$ cat src/rtl/conv_window_fetch_ctrl_if.sv
// SRAM read port and window handshake shared by the fetch controller and its neighbours.
// master = controller side, slave = SRAM model / window register side.
interface conv_window_fetch_ctrl_if #(
  parameter int ADDR_W = 16
);
  logic              rd_en;
  logic [ADDR_W-1:0] rd_addr;
  logic [7:0]        rd_data;
  logic [8:0][7:0]   win_data;
  logic              win_valid;
  logic              win_ready;
  logic              stall;

  modport master (
    output rd_en, rd_addr, win_data, win_valid, stall,
    input  rd_data, win_ready
  );

  modport slave (
    input  rd_en, rd_addr, win_data, win_valid, stall,
    output rd_data, win_ready
  );
endinterface

$ cat src/rtl/conv_window_fetch_ctrl.sv
// Walks a 3x3, stride-1, unpadded window over an 8-bit feature map in SRAM and
// hands each assembled window to the DLA window register via valid/ready.
module conv_window_fetch_ctrl #(
  parameter int ADDR_W = 16,
  parameter int DIM_W  = 8
) (
  input  logic              clk,
  input  logic              rst,
  input  logic              start,
  input  logic [ADDR_W-1:0] base_addr,
  input  logic [DIM_W-1:0]  ifm_width,
  input  logic [DIM_W-1:0]  ifm_height,
  output logic              busy,
  output logic              done,
  conv_window_fetch_ctrl_if.master bus
);

  typedef enum logic [2:0] {IDLE, FETCH, CAPT, VALID, DONE} state_t;

  state_t            state;
  logic [ADDR_W-1:0] base_q;
  logic [DIM_W-1:0]  w_q, h_q, row, col;
  logic [1:0]        kx, ky, nxt_kx, nxt_ky;
  logic [3:0]        k, cap_k;
  logic              cap_en;
  logic              rd_en_q, win_valid_q;
  logic [ADDR_W-1:0] rd_addr_q;
  logic [8:0][7:0]   win_data_q;
  logic              col_more, row_more;

  // Pixel address of (r+oy, c+ox); products are 2*DIM_W wide, sum wraps at ADDR_W.
  function automatic logic [ADDR_W-1:0] win_addr(
    input logic [ADDR_W-1:0] b,
    input logic [DIM_W-1:0]  w,
    input logic [DIM_W-1:0]  r,
    input logic [DIM_W-1:0]  c,
    input logic [1:0]        oy,
    input logic [1:0]        ox
  );
    logic [2*DIM_W-1:0] y, x, off;
    y   = {{DIM_W{1'b0}}, r} + {{(2*DIM_W-2){1'b0}}, oy};
    x   = {{DIM_W{1'b0}}, c} + {{(2*DIM_W-2){1'b0}}, ox};
    off = y * {{DIM_W{1'b0}}, w} + x;
    return b + ADDR_W'(off);
  endfunction

  // NOTE: every variable gets a default first so no path leaves it unassigned (no latch).
  always_comb begin
    nxt_kx = kx + 2'd1;
    nxt_ky = ky;
    if (kx == 2'd2) begin
      nxt_kx = 2'd0;
      nxt_ky = ky + 2'd1;
    end
    col_more = col < (w_q - DIM_W'(3));
    row_more = row < (h_q - DIM_W'(3));
  end

  // NOTE: state is updated with non-blocking assignments so every register sees pre-edge values.
  always_ff @(posedge clk) begin
    if (!rst) begin
      state       <= IDLE;
      base_q      <= '0;
      w_q         <= '0;
      h_q         <= '0;
      row         <= '0;
      col         <= '0;
      kx          <= '0;
      ky          <= '0;
      k           <= '0;
      cap_k       <= '0;
      cap_en      <= 1'b0;
      rd_en_q     <= 1'b0;
      rd_addr_q   <= '0;
      win_valid_q <= 1'b0;
      busy        <= 1'b0;
      done        <= 1'b0;
      // NOTE: the window byte array is reset on purpose; consumers expect zeros after reset.
      win_data_q  <= '0;
    end else begin
      // Read data returns one cycle after the strobe, so capture trails the read by one cycle.
      cap_en <= rd_en_q;
      cap_k  <= k;
      if (cap_en) win_data_q[cap_k] <= bus.rd_data;

      case (state)
        IDLE: begin
          if (start) begin
            base_q <= base_addr;
            w_q    <= ifm_width;
            h_q    <= ifm_height;
            busy   <= 1'b1;
            if (ifm_width < DIM_W'(3) || ifm_height < DIM_W'(3)) begin
              state <= DONE;
            end else begin
              row       <= '0;
              col       <= '0;
              kx        <= '0;
              ky        <= '0;
              k         <= '0;
              rd_en_q   <= 1'b1;
              rd_addr_q <= base_addr;
              state     <= FETCH;
            end
          end
        end

        FETCH: begin
          if (k == 4'd8) begin
            rd_en_q <= 1'b0;
            state   <= CAPT;
          end else begin
            k         <= k + 4'd1;
            kx        <= nxt_kx;
            ky        <= nxt_ky;
            rd_addr_q <= win_addr(base_q, w_q, row, col, nxt_ky, nxt_kx);
          end
        end

        CAPT: begin
          win_valid_q <= 1'b1;
          state       <= VALID;
        end

        VALID: begin
          if (bus.win_ready) begin
            win_valid_q <= 1'b0;
            kx          <= '0;
            ky          <= '0;
            k           <= '0;
            if (col_more) begin
              col       <= col + DIM_W'(1);
              rd_en_q   <= 1'b1;
              rd_addr_q <= win_addr(base_q, w_q, row, col + DIM_W'(1), 2'd0, 2'd0);
              state     <= FETCH;
            end else if (row_more) begin
              col       <= '0;
              row       <= row + DIM_W'(1);
              rd_en_q   <= 1'b1;
              rd_addr_q <= win_addr(base_q, w_q, row + DIM_W'(1), '0, 2'd0, 2'd0);
              state     <= FETCH;
            end else begin
              done  <= 1'b1;
              state <= DONE;
            end
          end
        end

        DONE: begin
          // A degenerate job arrives with done low and spends one extra cycle here.
          if (done) begin
            done  <= 1'b0;
            busy  <= 1'b0;
            state <= IDLE;
          end else begin
            done <= 1'b1;
          end
        end

        default: state <= IDLE;
      endcase
    end
  end

  assign bus.rd_en     = rd_en_q;
  assign bus.rd_addr   = rd_addr_q;
  assign bus.win_data  = win_data_q;
  assign bus.win_valid = win_valid_q;
  assign bus.stall     = win_valid_q & ~bus.win_ready;

endmodule

$ cat src/flat_wrapper.sv
// flat-port wrapper written by rule: the top's interface ports become plain ports
module conv_window_fetch_ctrl_flat 
#(
  parameter int ADDR_W = 16,
  parameter int DIM_W  = 8
)
  (clk, rst, start, base_addr, ifm_width, ifm_height, busy, done, bus_rd_en, bus_rd_addr, bus_win_data, bus_win_valid, bus_stall, bus_rd_data, bus_win_ready);
  conv_window_fetch_ctrl_if #(.ADDR_W(ADDR_W)) bus_i ();
  input  logic clk;
  input  logic rst;
  input  logic start;
  input  logic [ADDR_W-1:0] base_addr;
  input  logic [DIM_W-1:0] ifm_width;
  input  logic [DIM_W-1:0] ifm_height;
  output logic busy;
  output logic done;
  output wire logic [$bits(bus_i.rd_en)-1:0] bus_rd_en;
  output wire logic [$bits(bus_i.rd_addr)-1:0] bus_rd_addr;
  output wire logic [$bits(bus_i.win_data)-1:0] bus_win_data;
  output wire logic [$bits(bus_i.win_valid)-1:0] bus_win_valid;
  output wire logic [$bits(bus_i.stall)-1:0] bus_stall;
  input wire logic [$bits(bus_i.rd_data)-1:0] bus_rd_data;
  input wire logic [$bits(bus_i.win_ready)-1:0] bus_win_ready;
  assign bus_rd_en = bus_i.rd_en;
  assign bus_rd_addr = bus_i.rd_addr;
  assign bus_win_data = bus_i.win_data;
  assign bus_win_valid = bus_i.win_valid;
  assign bus_stall = bus_i.stall;
  assign bus_i.rd_data = bus_rd_data;
  assign bus_i.win_ready = bus_win_ready;
  conv_window_fetch_ctrl #(.ADDR_W(ADDR_W), .DIM_W(DIM_W)) u_core (.clk(clk), .rst(rst), .start(start), .base_addr(base_addr), .ifm_width(ifm_width), .ifm_height(ifm_height), .busy(busy), .done(done), .bus(bus_i));
endmodule
$ cat config.mk
export PLATFORM = sky130hd
export DESIGN_NAME = conv_window_fetch_ctrl_flat
export DESIGN_NICKNAME = d
export VERILOG_FILES = /design/src/rtl/conv_window_fetch_ctrl_if.sv /design/src/rtl/conv_window_fetch_ctrl.sv /design/src/flat_wrapper.sv
export SDC_FILE = /design/constraint.sdc
export NUM_CORES = 1
export LEC_CHECK = 0
export ABC_CLOCK_PERIOD_IN_PS = 7030
export CAP_MARGIN = 0
export CELL_PAD_IN_SITES_DETAIL_PLACEMENT = 1
export CELL_PAD_IN_SITES_GLOBAL_PLACEMENT = 1
export CORE_MARGIN = 4
export CORE_UTILIZATION = 45
export DETAILED_ROUTE_END_ITERATION = 12
export PLACE_DENSITY = 0.89
export SYNTH_ARGS = -nofsm -noshare
export SYNTH_HDL_FRONTEND = slang
export SYNTH_SLANG_ARGS = --single-unit
$ cat constraint.sdc
create_clock -name clk -period 7.03 [get_ports clk]
set_clock_uncertainty 0.1 [all_clocks]
set_input_delay 0.703 -clock clk [delete_from_list [all_inputs] [get_ports clk]]
set_output_delay 0.703 -clock clk [all_outputs]
set_load 0.01 [all_outputs]
**Word level (Yosys, flattened, before mapping)**

Cells that the tools add are included.
W data, S select, Z words.

- Bitwise logic cells: 2
- Reductions and logical operators: 18
- Add/sub/neg operators: 14
- Equality and inequality tests: 16
- $mul: 3
- Magnitude comparators: 6
- Mux-type cells: 59

Operators with widths:

| cell | number |
|---|---|
| $mux W16 | 6 |
| $bwmux W72 | 1 |
| $mux W8 | 9 |
| $add A16 B16 Y16 | 4 |
| $pmux W16 S3 | 1 |
| $demux W8 S4 | 1 |
| $mul A8 B8 Y16 | 2 |
| $pmux W8 S2 | 2 |
| $mux W3 | 7 |
| $add A8 B2 Y9 | 2 |
| $reduce_and A6 Y1 | 3 |
| $add A16 B8 Y16 | 1 |
| $add A8 B1 Y8 const B | 2 |
| $lt A8 B2 Y1 const B | 2 |
| $lt A8 B8 Y1 | 2 |
| $mul A16 B8 Y16 | 1 |
| $mux W4 | 4 |
| $sub A8 B2 Y8 const B | 2 |
| $pmux W3 S5 | 1 |
| $mux W2 | 7 |
| $mux W1 | 13 |
| $ne A2 B2 Y1 const B | 6 |
| $pmux W2 S3 | 2 |
| $pmux W4 S3 | 1 |
| 24 further kinds | 36 |

- Output and inout port bits: 93
- Input bits: 44
- Register bits after elaboration: 156

**Longest topological paths before layout**

- Word-level depth: 8
- Depth in mapped cells: 27
- Gate-level depth less buffers: 27

**Worst setup path after synthesis**

No wires, ideal clock.

- Kind: reg-to-reg
- Start: register u_core.kx[1]
- End: register u_core.rd_addr_q[14] (netlist: u_core.bus.rd_addr[14])
- Period minus slack after synthesis: 6507 ps
- Library setup time: 129 ps
- Arrival: 6278 ps
- Path buffers: 0
- Cell stages (with the launch flop): 27
- Slack: 523 ps
- Data required time: 6801 ps
- Cells stage by stage: dfxtp_1 -> nor2b_1 -> nand2_1 -> xnor2_1 -> inv_1 -> fa_1 -> and3b_1 -> xor2_1 -> nand2_1 -> fa_1 -> inv_1 -> fa_1 -> inv_1 -> fa_1 -> inv_1 -> fa_1 -> inv_1 -> fa_1 -> inv_1 -> ha_1 -> o21a_1 -> nor2_1 -> o311ai_1 -> a41oi_1 -> xnor2_1 -> a221oi_1 -> a31oi_1

- Word-level cells in the longest chain between the ends: 8

RTL lines:

| element | line | RTL |
|---|---|---|
| start, declared | conv_window_fetch_ctrl.sv:23 | `logic [1:0] kx, ky, nxt_kx, nxt_ky;` |
| start signal, assigned | conv_window_fetch_ctrl.sv:114 | `kx <= nxt_kx;` |
| $eq A2 B2 Y1 | conv_window_fetch_ctrl.sv:51 | `if (kx == 2'd2) begin` |
| $mux W2 | conv_window_fetch_ctrl.sv:51 |  |
| $add A8 B2 Y9 | conv_window_fetch_ctrl.sv:41 | `y = {{DIM_W{1'b0}}, r} + {{(2*DIM_W-2){1'b0}}, oy};` |
| $mul A16 B8 Y16 | conv_window_fetch_ctrl.sv:43 | `off = y * {{DIM_W{1'b0}}, w} + x;` |
| $add A16 B16 Y16 (*) | conv_window_fetch_ctrl.sv:43 |  |
| $add A16 B16 Y16 (*) | conv_window_fetch_ctrl.sv:44 | `return b + ADDR_W'(off);` |
| $mux W16 (*) | conv_window_fetch_ctrl.sv:109 | `if (k == 4'd8) begin` |
| $pmux W16 S3 (*) | conv_window_fetch_ctrl.sv:86 | `case (state)` |
| end signal, assigned | conv_window_fetch_ctrl.sv:102 | `rd_addr_q <= base_addr;` |
| end signal, assigned | conv_window_fetch_ctrl.sv:116 | `rd_addr_q <= win_addr(base_q, w_q, row, col, nxt_ky, nxt_kx);` |
| end signal, assigned | conv_window_fetch_ctrl.sv:134 | `rd_addr_q <= win_addr(base_q, w_q, row, col + DIM_W'(1), 2'd0, 2'd0);` |
| end, declared | conv_window_fetch_ctrl.sv:27 | `logic [ADDR_W-1:0] rd_addr_q;` |

Mark *: on every way between the ends. The rest lies on a longest branch, timed or not. The select of a mux whose other input is x is not followed.
A chain may end at the register's enable or synchronous reset.

**Worst setup path in the final report**

- Start: register u_core.kx[1]
- End: register u_core.rd_addr_q[13] (netlist: u_core.bus.rd_addr[13])

Same word-level chain as after synthesis.

==> run_results.csv <==
group,metric,value,unit
critical_path,crit_type,"flip-flop to flip-flop",
die,die_area,38300,µm²
global_route,grt_usage,29.3,%
yosys,ys_top_cells_by_area,"fa_1 21%, dfxtp_1 20%, ha_1 12%",
clocking,clk_pin_slew,0.10,ns
final_layout,layout-drive-gt1-share,5.89,%
yosys,async_flop_share,0,%
sta,setup_viol,3,
routing,viasPerCell,5.96,
worst_hold_path,min_path_type,"flip-flop to flip-flop",
final_layout,antennaDiodeCount,0,
yosys,syn_nets,2152,
yosys,synthCells,1789,
routing,drt_iter0_markers,986,
place,hpwl,41.1,mm
global_route,grt_pass1_wl,87.9,mm
die,die_h,196,µm
sta,fin_crit,7.14,ns
final_layout,layout.cells.non_filler,2357,
critical_path,worstPathRequired,7.34,ns
global_route,first_global_vias,15300,
power_and_ir_drop,p_comb_share,22.2,%
global_route,gr-total-overflow,0,
yosys,synth_top_area_cell,"fa_1",
clocking,clk_latency,0.47,ns
final_layout,fin_util,53.3,%
critical_path,arrival,7.45,ns
yosys,synth_area,15900,µm²
critical_path,startpoint_type,"flip-flop",
yosys,ys_types,67,
job,maxCapViolations,0,
yosys,synth_common_cells,"226 x inv_1, 192 x nand2_1, 169 x fa_1, 156 x dfxtp_1, 150 x ha_1",
power_and_ir_drop,p_per_area,140,nW/µm²
routing,finalWirelength,58.9,mm
sta,fin_crit_sh,102,%
status,violations,"setup timing",
sta,tns,-0.153,ns
status,status,"finished with violations",
power_and_ir_drop,switching_power,0.000923,W
routing,wl_per_cell,25.0,µm
power_and_ir_drop,peakVddDrop,174,µV
sta,tightestPinTransition,1.28,ns
power_and_ir_drop,seqPwrFrac,38.2,%
die,ios,137,
sta,slew_headroom,14.3,%
final_layout,area_delta_synth_final,16.4,%
place,place_inst,2321,
die,row_count,68,
critical_path,r2r_setup_slack,-0.11,ns
clocking,ctsHoldBuffers,0,
yosys,synth_top_flop_cell,"dfxtp_1",
power_and_ir_drop,sw_frac_of_total,35.6,%
global_route,grt_max_degree,119,
power_and_ir_drop,p_leak,8.62,nW
place,io_buffers,136,
power_and_ir_drop,internal_power,0.00167,W
clocking,cts_sinks,156,
routing,dr.pass1.iters,9,
routing,drc,0,
routing,routed-via-count,14100,
die,initial_core_util,45.7,%
yosys,ys_warn_count,0,
final_layout,nets,2252,
sta,finalMaxSlewViolations,0,
yosys,synth_edf_count,0,
clocking,cts_tree,"yes",
yosys,yosysMostFrequentCell,"inv_1",
clocking,clock_path_buffers,2,
clocking,h-tree-depth,4,
global_route,antenna_found_initial,1,
die,die_w,196,µm
sta,max_clock_freq,0.140,GHz
clocking,clk_root_buffer_cell,"clkbuf_16",
critical_path,path_max_fanout,8,
routing,ant_nets,0,
yosys,netlist.area_leader.share,21.3,%
yosys,ys_seq_area_share,19.7,%
sta,final_hold_viol_count,0,
place,place_congestion,0.923,
clocking,numCtsBuffers,17,
power_and_ir_drop,clkPwrFrac,39.6,%
sta,layout_setup_ws,-0.109,ns
yosys,synth_area_per_cell,8.87,µm²
yosys,ys_seq_elements,156,
critical_path,end_kind,"flip-flop",
die,core_area,34700,µm²
## cell families after synthesis
family	share of synthesized area (%)
compound gates	10.5
xor+xnor	4.14
fa+ha+maj	33.1
buf+inv	7.82
flops	19.7
mux	5.30
simple gates	19.5
## worst max-delay path: stages, from the launching register on
cell	delay (ns)
dfxtp_2	0.37
nor2b_4	0.21
xor2_2	0.19
ha_1	0.20
inv_1	0.08
fa_2	0.44
xnor2_2	0.40
nand2_1	0.21
fa_1	0.62
fa_1	0.60
inv_1	0.11
fa_1	0.53
fa_1	0.58
inv_1	0.07
fa_1	0.51
inv_1	0.05
ha_1	0.22
or3_1	0.39
o211ai_1	0.20
buf_4	0.17
a31oi_2	0.15
o21ai_0	0.31
nand3b_1	0.17
a31oi_1	0.21
## cells in the final DEF, fill, tap and decap left out, drive strengths merged, types with 4 or more instances in the layout
master,n
a21boi,46
or3,12
dfxtp,156
nand2,195
xor2,33
ha,150
nand2b,18
o211ai,12
a22oi,10
o31ai,6
nand4,6
nor2,62
a21oi,35
nor3,23
o21ai,43
nor3b,6
a211oi,13
buf,40
mux2i,83
xnor2,42
a31oi,10
o21a,13
o21bai,5
o211a,6
nor2b,110
nand3,36
inv,233
o41ai,4
a21o,9
nand3b,10
and2,103
clkdlybuf4s50,135
clkbuf,17
clkinv,7
fa,169
and3,9
## power by group through the flow
stage | registers [W] | clock network [W] | logic (W)
finish | 0.000991 | 0.00103 | 0.000576
global route | 0.000995 | 0.00107 | 0.000621
CTS | 0.000988 | 0.00103 | 0.000560
detailed placement | 0.00101 | 0 | 0.000547
global placement | 0.00100 | 0 | 0.000518
floorplan | 0.000981 | 0 | 0.000348
## final cells by class
type / instances / area (µm²)
clock buffer: 17 / 425
timing repair buffer: 175 / 1660
clock inverter: 15 / 198
sequential: 156 / 3130
fill: 4006 / 16200
inverter: 226 / 848
tap: 455 / 569
multi-input combinational: 1313 / 11700
## flip-flops by register name (all words and copies together) (netlist names)
register	flops
u_core.w_q	8
u_core.state	3
u_core.bus.win_data	72
u_core.row	8
u_core.bus.win_valid	1
u_core.busy	1
u_core.k	4
u_core.h_q	8
u_core.base_q	16
u_core.done	1
u_core.bus.rd_en	1
u_core.bus.rd_addr	16
u_core.ky	2
u_core.cap_en	1
u_core.kx	2
u_core.cap_k	4
u_core.col	8
## stage by stage
stage / instance area [µm²] / hold slack, ns / total power (W) / worst slack (ns)
4_1_cts: 18400 / 0.361 / 0.00258 / 0.0251
6_report: 18500 / 0.357 / 0.00259 / -0.109
2_1_floorplan: 15900 / 0.343 / 0.00133 / 0.523
3_3_place_gp: 17700 / 0.341 / 0.00152 / 0.255
3_5_place_dp: 17700 / 0.350 / 0.00155 / -0.176
5_1_grt: 18500 / 0.394 / 0.00268 / -0.265
## worst paths after layout
| path | start | to | cells after the start |
|---|---|---|---|
| hold reg to reg | u_core.bus.rd_addr[6] | u_core.bus.rd_addr[6] | 2 |
| setup / recovery | u_core.kx[1] | u_core.bus.rd_addr[13] | 23 |
| hold / removal | u_core.bus.rd_addr[6] | u_core.bus.rd_addr[6] | 2 |
| setup reg to reg | u_core.kx[1] | u_core.bus.rd_addr[13] | 23 |
## layer usage
layer	global-route usage, %	vias to the layer above	wire [µm]
li1	-	5996	-
met1	33.8	6966	21300
met2	50.6	783	28800
met3	5.36	308	4410
met4	18.0	0	4420
met5	0	-	0
## what timing repair did
item | 4_1_cts | 5_1_grt
pin swaps | 0 | 6
resized for setup | 9 | 20
setup buffers | 0 | 4
setup endpoints to repair | 6 | 8
(Power assumes the default switching activity.)
